==> config.mk <==
export PLATFORM = sky130hd
export DESIGN_NAME = ws2812_serializer
export DESIGN_NICKNAME = d
export VERILOG_FILES = /design/src/rtl/ws2812_serializer.sv
export SDC_FILE = /design/constraint.sdc
export NUM_CORES = 1
export LEC_CHECK = 0
export CORE_MARGIN = 10
export CORE_UTILIZATION = 57
export DETAILED_ROUTE_END_ITERATION = 8
export GPL_TIMING_DRIVEN = 0
export PLACE_DENSITY = 0.79
export SYNTH_ARGS = -nofsm -noshare
export SYNTH_HDL_FRONTEND = slang
export SYNTH_SLANG_ARGS = --single-unit
==> constraint.sdc <==
create_clock -name clk20 -period 3.3 [get_ports clk20]
set_input_delay 0.33 -clock clk20 [delete_from_list [all_inputs] [get_ports clk20]]
set_output_delay 0.33 -clock clk20 [all_outputs]
set_load 0.01 [all_outputs]
==> src/rtl/ws2812_serializer.sv <==
// WS2812 serializer: a one-word holding register feeds a bit shifter that drives
// WS2812 high/low pulse timing on a registered led output, with an optional latch gap.
module ws2812_serializer #(
  parameter int T0H_CYC   = 8,
  parameter int T1H_CYC   = 16,
  parameter int BIT_CYC   = 25,
  parameter int RESET_CYC = 6000
) (
  input  logic        clk20,
  input  logic        reset,
  input  logic [23:0] data_in,
  input  logic        valid,
  input  logic        latch,
  output logic        ready,
  output logic        led,
  output logic        busy
);

  localparam int PW = $clog2(BIT_CYC);
  localparam int LW = $clog2(RESET_CYC + 1);

  localparam logic [PW-1:0] PH_LAST = PW'(BIT_CYC - 1);
  localparam logic [PW-1:0] PH_T0H  = PW'(T0H_CYC);
  localparam logic [PW-1:0] PH_T1H  = PW'(T1H_CYC);
  localparam logic [LW-1:0] LC_LAST = LW'(RESET_CYC - 1);

  typedef enum logic [1:0] {
    S_IDLE,
    S_SEND,
    S_LATCH
  } state_t;

  state_t        state_q, state_d;
  logic [23:0]   hold_dat_q, hold_dat_d;
  logic          hold_lat_q, hold_lat_d;
  logic          hold_full_q, hold_full_d;
  logic [23:0]   shreg_q, shreg_d;
  logic          word_lat_q, word_lat_d;
  logic [PW-1:0] phase_q, phase_d;
  logic [4:0]    bit_idx_q, bit_idx_d;
  logic [LW-1:0] lcnt_q, lcnt_d;
  logic          led_q, led_d;
  logic          accept;
  logic          load;

  // Accept needs an empty holding register and load needs a full one, so they never collide.
  assign accept = valid && !hold_full_q;

  always_comb begin
    state_d     = state_q;
    hold_dat_d  = hold_dat_q;
    hold_lat_d  = hold_lat_q;
    hold_full_d = hold_full_q;
    shreg_d     = shreg_q;
    word_lat_d  = word_lat_q;
    phase_d     = phase_q;
    bit_idx_d   = bit_idx_q;
    lcnt_d      = lcnt_q;
    load        = 1'b0;
    led_d       = 1'b0;

    case (state_q)
      S_IDLE: begin
        if (hold_full_q) begin
          load = 1'b1;
        end
      end
      S_SEND: begin
        if (phase_q == PH_LAST) begin
          phase_d = '0;
          if (bit_idx_q == 5'd0) begin
            if (word_lat_q) begin
              state_d = S_LATCH;
              lcnt_d  = '0;
            end else if (hold_full_q) begin
              load = 1'b1;
            end else begin
              state_d = S_IDLE;
            end
          end else begin
            bit_idx_d = bit_idx_q - 5'd1;
            shreg_d   = {shreg_q[22:0], 1'b0};
          end
        end else begin
          phase_d = phase_q + 1'b1;
        end
      end
      S_LATCH: begin
        if (lcnt_q == LC_LAST) begin
          lcnt_d = '0;
          if (hold_full_q) begin
            load = 1'b1;
          end else begin
            state_d = S_IDLE;
          end
        end else begin
          lcnt_d = lcnt_q + 1'b1;
        end
      end
      default: begin
        state_d = S_IDLE;
      end
    endcase

    if (load) begin
      state_d     = S_SEND;
      shreg_d     = hold_dat_q;
      word_lat_d  = hold_lat_q;
      bit_idx_d   = 5'd23;
      phase_d     = '0;
      hold_full_d = 1'b0;
    end

    if (accept) begin
      hold_dat_d  = data_in;
      hold_lat_d  = latch;
      hold_full_d = 1'b1;
    end

    // led is computed from next-state values so the pulse lines up with the registered phase.
    led_d = (state_d == S_SEND) && (phase_d < (shreg_d[23] ? PH_T1H : PH_T0H));
  end

  always_ff @(posedge clk20) begin
    if (reset) begin
      state_q     <= S_IDLE;
      hold_dat_q  <= '0;
      hold_lat_q  <= 1'b0;
      hold_full_q <= 1'b0;
      shreg_q     <= '0;
      word_lat_q  <= 1'b0;
      phase_q     <= '0;
      bit_idx_q   <= '0;
      lcnt_q      <= '0;
      led_q       <= 1'b0;
    end else begin
      state_q     <= state_d;
      hold_dat_q  <= hold_dat_d;
      hold_lat_q  <= hold_lat_d;
      hold_full_q <= hold_full_d;
      shreg_q     <= shreg_d;
      word_lat_q  <= word_lat_d;
      phase_q     <= phase_d;
      bit_idx_q   <= bit_idx_d;
      lcnt_q      <= lcnt_d;
      led_q       <= led_d;
    end
  end

  assign ready = ~hold_full_q;
  assign busy  = (state_q != S_IDLE) || hold_full_q;
  assign led   = led_q;

endmodule

==> impl.org, run 1 <==
** Timing
- Derived from the worst setup path, the maximum achievable clock frequency is 336.8 MHz.
- Post-route setup TNS :: 0 ns
- Smallest hold slack :: about 0.43 ns
- Worst clock skew :: roughly 0.0068 ns
- Final worst path period need :: 2.969 ns
- Max-slew headroom at the worst pin :: 29.81%
- The worst path uses between 80 and 90% of the clock period.
- Setup repair after global routing missed its margin :: no
- Final-report hold violation count :: 0
- Measured slew at the worst slew-check pin :: approximately 1.0 ns
- Final setup violation count :: 0
- The final number of max-transition violations was 0.

** Clock network
- Clock Tree Root :: sky130_fd_sc_hd__clkbuf_8
- Clock latency on the worst-skew pair :: around 0.34 ns
- Post-CTS resize count :: 0
- TritonCTS Sinks :: 77
- The clock passes through at most 2 buffers.
- # H-tree levels :: 3
- Post-CTS timing repair inserted 0 buffers for setup.
- After clock tree synthesis, the clock-pin slew on the worst setup and hold paths is roughly 0.080 ns.
- TritonCTS clock tree :: built
- Hold-fix buffers, CTS :: 0
- Counting the buffers created by CTS gives 9.

** Flow run
- Across the run, the number of max-cap violations was 0.

** Final layout
- NumNets Final :: 480
- From synthesis to final layout, the design area changed by 17.98%.
- Of the cells placed in the final design, the portion with a size suffix greater than 1 is between 5 and 6%.
- Most frequent standard cell in the layout excluding fill and tap cells :: sky130_fd_sc_hd__dfxtp_1
- Sequential cell area :: ~1500 sq um
- 0 antenna diodes ended up in the layout.
- Final cell count without fillers :: between 500 and 600
- Counting the fill cells in the layout gives between 400 and 500.
- Summing all multi-input logic gate instances after layout gives about 1700 sq um.
- Most frequent cells in the layout :: sky130_fd_sc_hd__dfxtp_1 (77), sky130_fd_sc_hd__nand2_1 (72), sky130_fd_sc_hd__a21oi_1 (44), sky130_fd_sc_hd__nor2_1 (39), sky130_fd_sc_hd__clkdlybuf4s50_1 (29)

** Logic synthesis
- Number of enable-type register cells in the synthesized netlist :: 0
- Cell count after synthesis :: 407
- During synthesis, Yosys emitted a total of 0 warnings.
- Sequential fraction of the synthesis area :: a little under half
- Synthesis instantiated 47 different standard cells from the library.
- Share of synthesized flip-flops with an asynchronous set or reset :: 0%
- After synthesis, the largest area contributor takes up roughly 45% of total cell area.
- The mapped netlist covers ~3400 sq um.
- For this run, the leading register cell type out of synthesis is sky130_fd_sc_hd__dfxtp_1.
- Synth area leader :: sky130_fd_sc_hd__dfxtp_1
- Dividing the synthesized area by the synthesized cell count gives between 8 and 9 sq um.
- Synthesis inferred 77 register bits.
- Post-Synthesis Net Count :: around 440
- Cells taking the most area after synthesis :: sky130_fd_sc_hd__dfxtp_1 (45%), sky130_fd_sc_hd__nand2_1 (7.9%), sky130_fd_sc_hd__mux2i_1 (7.0%)

** Place
- In this run, placement finished with an instance count of 511.
- Buffers placed on the I/O ports in this run total 29.
- Detailed placement ended at an HPWL of approximately 5600 um.
- Placer's final routability congestion estimate :: just under 0.9

** Route
- In the final routed layout, each cell accounts on average for around 15 um.
- Count of nets left with antenna violations after detail routing :: 0
- Routed wire length :: ~7800 um
- Number of detailed-routing iterations run before antenna repair :: 5
- Detailed routing inserted a total of around 3,000 vias.
- Vias per cell :: ~5.7
- Number of design rule violations left after detail routing :: 0
- Starting DRT DRC Count :: 264

** Worst setup path
- STA classifies the critical path startpoint as a flip-flop.
- CP arrival :: ~3.2 ns
- Data on the critical path is required at its endpoint by between 3 and 4 ns.
- Of all nets on the critical path, the largest fanout is 10.
- Setup slack on the worst flop-to-flop path :: 0.33 ns
- CP endpoint kind :: flip-flop
- Crit Path Class :: flip-flop to flip-flop

** Global routing
- Number of global-route vias before repair :: about 2,900
- Pin count of the biggest net entering global routing :: 14
- The first global-routing pass estimated approximately 13,000 um of wire.
- Met3 Resource Use GR :: under 10%
- Antenna violations before repair :: 0
- For this run the aggregate overflow at the end of global routing stands at 0.
- Global-route met1 utilization :: a little over 20%
- GRT Overall Usage :: between 10% and 20%
- The global routing stage identified its most utilized layer as met2.
- M2 GR Usage :: 27.21%

** Power
- Switching Power :: ~0.50 mW
- Cell internal power dissipation :: between 1.5 and 2 mW
- Worst IR Drop VDD :: ~320 uV
- Power share of the sequential group :: about half
- Total leakage power :: roughly 1.4 nW
- Power Dens Cells :: just over 500 nW/um^2
- Portion of total power attributed to combinational logic :: about 11%
- Per report_power, the clock group accounts for approximately two fifths of the total.
- In this run switching power makes up approximately a quarter of total power.

** Floorplanning
- The floorplan step set the die width to about 97 um.
- Row generation in the floorplan step produced 28 rows.
- The die is roughly 97 um tall.
- Initial standard-cell utilization of the core :: between 50% and 60%
- The die covers 9478 sq um.
- 31 I/O pins were placed.
- The core region is 5851 sq um.

** Run status
- The run finished with clean final reports.

** Worst hold path
- The worst hold path belongs to the class input port to flip-flop.
-- logic make-up after synthesis --
kind of cell | Yosys count | synth area share, %
DFF | 77 | 45.19
adders and majority gates | 6 | 2.201
buffers and inverters | 38 | 4.622
and+or+nand+nor | 155 | 20.54
xor gates and xnor gates | 5 | 1.284
AOI/OAI and AO/OA | 102 | 19.11
muxes | 24 | 7.043
-- through the flow --
stage	setup slack [ns]	power, mW	util (%)	cell area [sq um]
6_report	0.3307	2.028	68.78	4024
5_1_grt	0.03409	2.117	68.78	4024
4_1_cts	0.1000	2.038	68.69	4019
3_5_place_dp	0.1082	1.262	64.86	3795
3_3_place_gp	0.1090	1.253	64.86	3795
2_1_floorplan	0.6507	1.174	-	3411
-- cell type report --
type	count	share of cell area (%)
Multi-Input combinational cell	292	42.69
Inverter	9	0.8396
Tap cell	75	2.332
Clock buffer	10	3.420
Sequential cell	77	38.31
Buffer	28	3.047
Timing Repair Buffer	29	7.214
Clock inverter	6	2.146
-- power by group through the flow --
stage                     combinational [mW]  sequential, mW  clock [mW]
after CTS                              0.226            1.02       0.794
after global placement                 0.216            1.04           0
after detailed placement               0.222            1.04           0
after floorplan                        0.144            1.03           0
after global routing                   0.255            1.03       0.836
final                                  0.226            1.02       0.783
-- critical path, stage by stage (launching register included) --
cell and delay (ns):
sky130_fd_sc_hd__dfxtp_1 0.35, sky130_fd_sc_hd__inv_1 0.09, sky130_fd_sc_hd__ha_1 0.13, sky130_fd_sc_hd__or4b_4 0.50, sky130_fd_sc_hd__o31ai_2 0.28, sky130_fd_sc_hd__a32oi_1 0.14
sky130_fd_sc_hd__clkbuf_2 0.23, sky130_fd_sc_hd__clkbuf_2 0.24, sky130_fd_sc_hd__o21ai_0 0.20, sky130_fd_sc_hd__ha_1 0.25, sky130_fd_sc_hd__o21a_1 0.10, sky130_fd_sc_hd__a2111oi_0 0.36
-- synth_stat cells, types with 6 or more instances --
library cell / n
sky130_fd_sc_hd__nand2_1: 72
sky130_fd_sc_hd__ha_1: 6
sky130_fd_sc_hd__mux2i_1: 24
sky130_fd_sc_hd__a21oi_1: 44
sky130_fd_sc_hd__nor3_1: 12
sky130_fd_sc_hd__a311oi_1: 6
sky130_fd_sc_hd__nand3_1: 8
sky130_fd_sc_hd__dfxtp_1: 77
sky130_fd_sc_hd__o21ai_0: 8
sky130_fd_sc_hd__nor2_1: 39
sky130_fd_sc_hd__inv_1: 9
sky130_fd_sc_hd__a211oi_1: 24
sky130_fd_sc_hd__clkbuf_1: 24
-- path summary, 6_finish.rpt --
check	startpoint	endpoint	depth (start not counted)
min	reset	shreg_q[19]$_SDFFE_PP0P_	2
min reg2reg	hold_dat_q[0]$_SDFFE_PP0P_	hold_dat_q[0]$_SDFFE_PP0P_	2
max reg2reg	bit_idx_q[0]$_SDFFE_PP0P_	led$_SDFF_PP0_	11
max	bit_idx_q[0]$_SDFFE_PP0P_	led$_SDFF_PP0_	11
-- flip-flops by register name (all words and copies together), names as in the netlist --
name / flops
bit_idx_q: 5
hold_dat_q: 24
word_lat_q: 1
state_q: 2
hold_lat_q: 1
shreg_q: 24
led: 1
phase_q: 5
hold_full_q: 1
lcnt_q: 13
-- routing by layer --
metal,share of wire (%),wire length (um)
met1,46,3595
met2,48,3753
met3,4.4,344
met4,1.6,122
met5,0,0
No activity file was read; power rests on OpenSTA's default activity.
==> run 2, diff against run 1 <==
--- a/config.mk
+++ b/config.mk
@@ -6,10 +6,11 @@
 export NUM_CORES = 1
 export LEC_CHECK = 0
 export CORE_MARGIN = 10
-export CORE_UTILIZATION = 57
+export CORE_UTILIZATION = 59
+export CTS_BUF_LIST = sky130_fd_sc_hd__clkbuf_4 sky130_fd_sc_hd__clkbuf_8
 export DETAILED_ROUTE_END_ITERATION = 8
 export GPL_TIMING_DRIVEN = 0
-export PLACE_DENSITY = 0.79
+export PLACE_DENSITY = 0.82
 export SYNTH_ARGS = -nofsm -noshare
 export SYNTH_HDL_FRONTEND = slang
 export SYNTH_SLANG_ARGS = --single-unit
==> run 2 against run 1 <==
  * Critical path depth did not move
  * Sequential power about the same
  * Worst setup slack lost 0.11 ns
  * Combinational power up 2%
  * Utilization up 3.6 points
  * Largest cell class unchanged
  * Non-clock buffer count stayed put
  * Sequential cell count unchanged
  * Via count is 1.4% higher
  * Critical path type unchanged
==> impl.org, run 2 (synthesized netlist as in run 1, its figures left out) <==
** Run status
- The run finished with clean final reports.

** Timing
- Final worst path period need :: 3.078 ns (+0.1089 ns)
- The post-route setup TNS was 0 ns (unchanged).
- Worst clock skew :: 0.009464 ns (+0.002682 ns)
- Setup repair after global routing missed its margin :: no
- Final-report hold violation count :: 0 (unchanged)
- Max-slew headroom at the worst pin :: 19.72% (-10 points)
- The highest clock frequency the design can meet is 324.9 MHz (-3.5%).
- The number of setup violations in the final report came to 0 (unchanged).
- The setup slack of the critical path after layout came to 0.2218 ns (-0.1089 ns).
- The portion of the clock cycle consumed by the worst path in the final layout was 93.28% (+3.3 points).
- The final number of max-transition violations was 0 (unchanged).
- The slew of the pin with the lowest slew margin is 1.189 ns (+0.1493 ns).
- Smallest hold slack :: 0.4309 ns (-0.001070 ns)

** Power
- The power per cell area was 507.9 nW/um^2 (+0.80%).
- The largest voltage drop on the vdd net is 376.1 uV (+19%).
- Total leakage power :: 1.380 nW (about the same)

** Floorplanning
- The vertical extent of the die is 96.03 um (-1.4%).
- Die ar. :: 9222 sq um (-2.7%)
- The number of primary I/O pins is 31 (unchanged).
- Number of rows in the core area :: 27 (-3.6%)
- The core area came to 5574 sq um (-4.7%).
- The starting utilization of the core area was 61.19% (+2.9 points).
- The horizontal extent of the die was 96.03 um (-1.4%).

** Route
- Number of design rule violations left after detail routing :: 0 (unchanged)
- Count of nets left with antenna violations after detail routing :: 0 (unchanged)
- The initial detailed-routing violation count came to 177 (-33%).
- The wire length after detailed routing is 8171 um (+4.5%).
- Per-cell routed wire length :: 15.62 um (+5.1%)
- Total number of vias :: 3,053 (+1.4%)
- The count of TritonRoute iterations in the first routing pass is 5 (unchanged).
- The per-cell via count in the routed design came to 5.837 (+2.0%).

** Place
- Cell total after placement :: 508 (-0.59%)
- Number of input and output port buffers inserted :: 29 (unchanged)
- HPWL after detailed placement :: 5776 um (+3.8%)
- The final weighted congestion in routability-driven placement was 0.8796 (about the same).
- Worst slack at placement :: -0.03044 ns (-0.1386 ns)

** Worst setup path
- Maximum net fanout on the critical path :: 10 (unchanged)
- Required time of the critical path :: 3.53 ns (about the same)
- Depth of the worst register-to-register path :: 11 (unchanged)
- CP endpoint kind :: flip-flop
- The critical path is of the flip-flop to flip-flop type.
- Launch point of the worst reg-to-reg path :: bit_idx_q[0]$_SDFFE_PP0P_
- CP arrival :: 3.30 ns (+0.11 ns)
- Critical path origin :: bit_idx_q[0]$_SDFFE_PP0P_
- Setup slack on the worst flop-to-flop path :: 0.22 ns (-0.11 ns)
- STA classifies the critical path startpoint as a flip-flop.

** Final layout
- The share of final-layout standard cells stronger than drive strength 1 came to 6.430% (+0.67 points).
- Number of diodes added for antenna fixing :: 0 (unchanged)
- Area Overhead vs Synth :: 18.23%
- The filler-free cell count of the finished design was 523 (-0.57%).
- The number of filler cells placed in the layout is 461 (-5.1%).
- Final core area utilization :: 72.35% (+3.6 points)
- In the layout the commonest cells are sky130_fd_sc_hd__dfxtp_1 (77), sky130_fd_sc_hd__nand2_1 (72), sky130_fd_sc_hd__a21oi_1 (44), sky130_fd_sc_hd__nor2_1 (39), sky130_fd_sc_hd__clkdlybuf4s50_1 (29).
- In the final layout, the registers with the most flip-flops are hold_dat_q (24), shreg_q (24), lcnt_q (13).
- The total area of multi-input combinational cells was 1730 sq um (+0.73%).
- NumNets Final :: 480 (unchanged)
- Sequential cell area :: 1541 sq um (unchanged)
- Leaving out fill and tap cells, the most frequent cell in the layout is sky130_fd_sc_hd__dfxtp_1.

** Clock network
- The number of clock buffers inserted by TritonCTS was 9 (unchanged).
- The clock slew seen by the registers of the worst setup and hold paths came to 0.08 ns (about the same).
- The maximum level of the CTS H-tree came to 3 (unchanged).
- Clock Tree Root :: sky130_fd_sc_hd__clkbuf_8
- The number of buffers added for setup after CTS came to 0 (unchanged).
- Clock latency on the worst-skew pair :: 0.36 ns (+0.02 ns)
- TritonCTS Sinks :: 77 (unchanged)
- Maximum buffer depth of the clock tree :: 2 (unchanged)
- TritonCTS clock tree :: built

** Global routing
- The wire length of the first global-routing pass came to 13,410 um (-0.26%).
- The aggregate global routing overflow is 0 (unchanged).
- Antenna violations before repair :: 0 (unchanged)
- The largest net degree at the start of global routing is 14 (unchanged).
- The global routing usage summed across all routing layers came to 18.27% (+1.7 points).
- The number of global-route vias before repair came to 2,850 (-1.3%).

** Worst hold path
- Worst min path class :: input port to flip-flop
- Hold Startpoint :: reset
- The cell depth of the worst hold path came to 2 (unchanged).

** Flow run
- The total of max-cap violations came to 0 (unchanged).
[run 2: report_power, final]
group          internal (mW)  total (mW)  switching [mW]
registers              0.984        1.02          0.0359
clock network          0.445       0.799           0.353
logic                  0.102       0.230           0.128
[run 2: critical path, stage by stage (launching register included)]
cell	delay, ns
sky130_fd_sc_hd__dfxtp_1	0.34
sky130_fd_sc_hd__inv_1	0.09
sky130_fd_sc_hd__ha_1	0.15
sky130_fd_sc_hd__or4b_4	0.50
sky130_fd_sc_hd__o31ai_2	0.27
sky130_fd_sc_hd__a32oi_1	0.13
sky130_fd_sc_hd__clkbuf_2	0.24
sky130_fd_sc_hd__clkbuf_2	0.24
sky130_fd_sc_hd__o21ai_0	0.22
sky130_fd_sc_hd__ha_1	0.27
sky130_fd_sc_hd__o21a_1	0.13
sky130_fd_sc_hd__a2111oi_2	0.37
[run 2: repair_timing]
action	CTS	global route
endpoints found under the setup margin	1	1
cloned	0	0
gates resized for setup	3	7
hold buffers	0	0
[run 2: worst paths after layout]
kind | endpoint
min reg2reg | hold_dat_q[3]$_SDFFE_PP0P_
max | led$_SDFF_PP0_
min | shreg_q[16]$_SDFFE_PP0P_
max reg2reg | led$_SDFF_PP0_
[run 2: area by class of cell]
cell class              instances  share of cell area [%]
plain buffers                  28                   3.072
clock buffers                  11                   3.444
clock inverters                 5                   2.079
inverters                       9                  0.8377
multi-input cells             292                   42.91
flip-flops and latches         77                   38.23
well taps                      72                   2.234
repair buffers                 29                   7.198
[run 2: routing by layer]
| metal | vias up | part of all wire, % | GRT usage [%] |
|---|---|---|---|
| li1 | 1524 | - | - |
| met1 | 1442 | 45 | 24.10 |
| met2 | 78 | 48 | 28.36 |
| met3 | 9 | 5.3 | 4.436 |
| met4 | 0 | 1.5 | 6.634 |
| met5 | - | 0 | 0 |
[run 2: per-stage QoR]
| stage | power [mW] | area, sq um |
|---|---|---|
| after floorplan | 1.174 | 3411 |
| after global placement | 1.252 | 3791 |
| after detailed placement | 1.263 | 3791 |
| after CTS | 2.053 | 4021 |
| after global routing | 2.121 | 4033 |
| final | 2.048 | 4033 |
==> run 3, diff against run 2 <==
--- a/config.mk
+++ b/config.mk
@@ -14,3 +14,4 @@
 export SYNTH_ARGS = -nofsm -noshare
 export SYNTH_HDL_FRONTEND = slang
 export SYNTH_SLANG_ARGS = --single-unit
+export TNS_END_PERCENT = 100
==> results of run 3 <==
The final DEF is identical to that of run 2; final timing and power are the same.
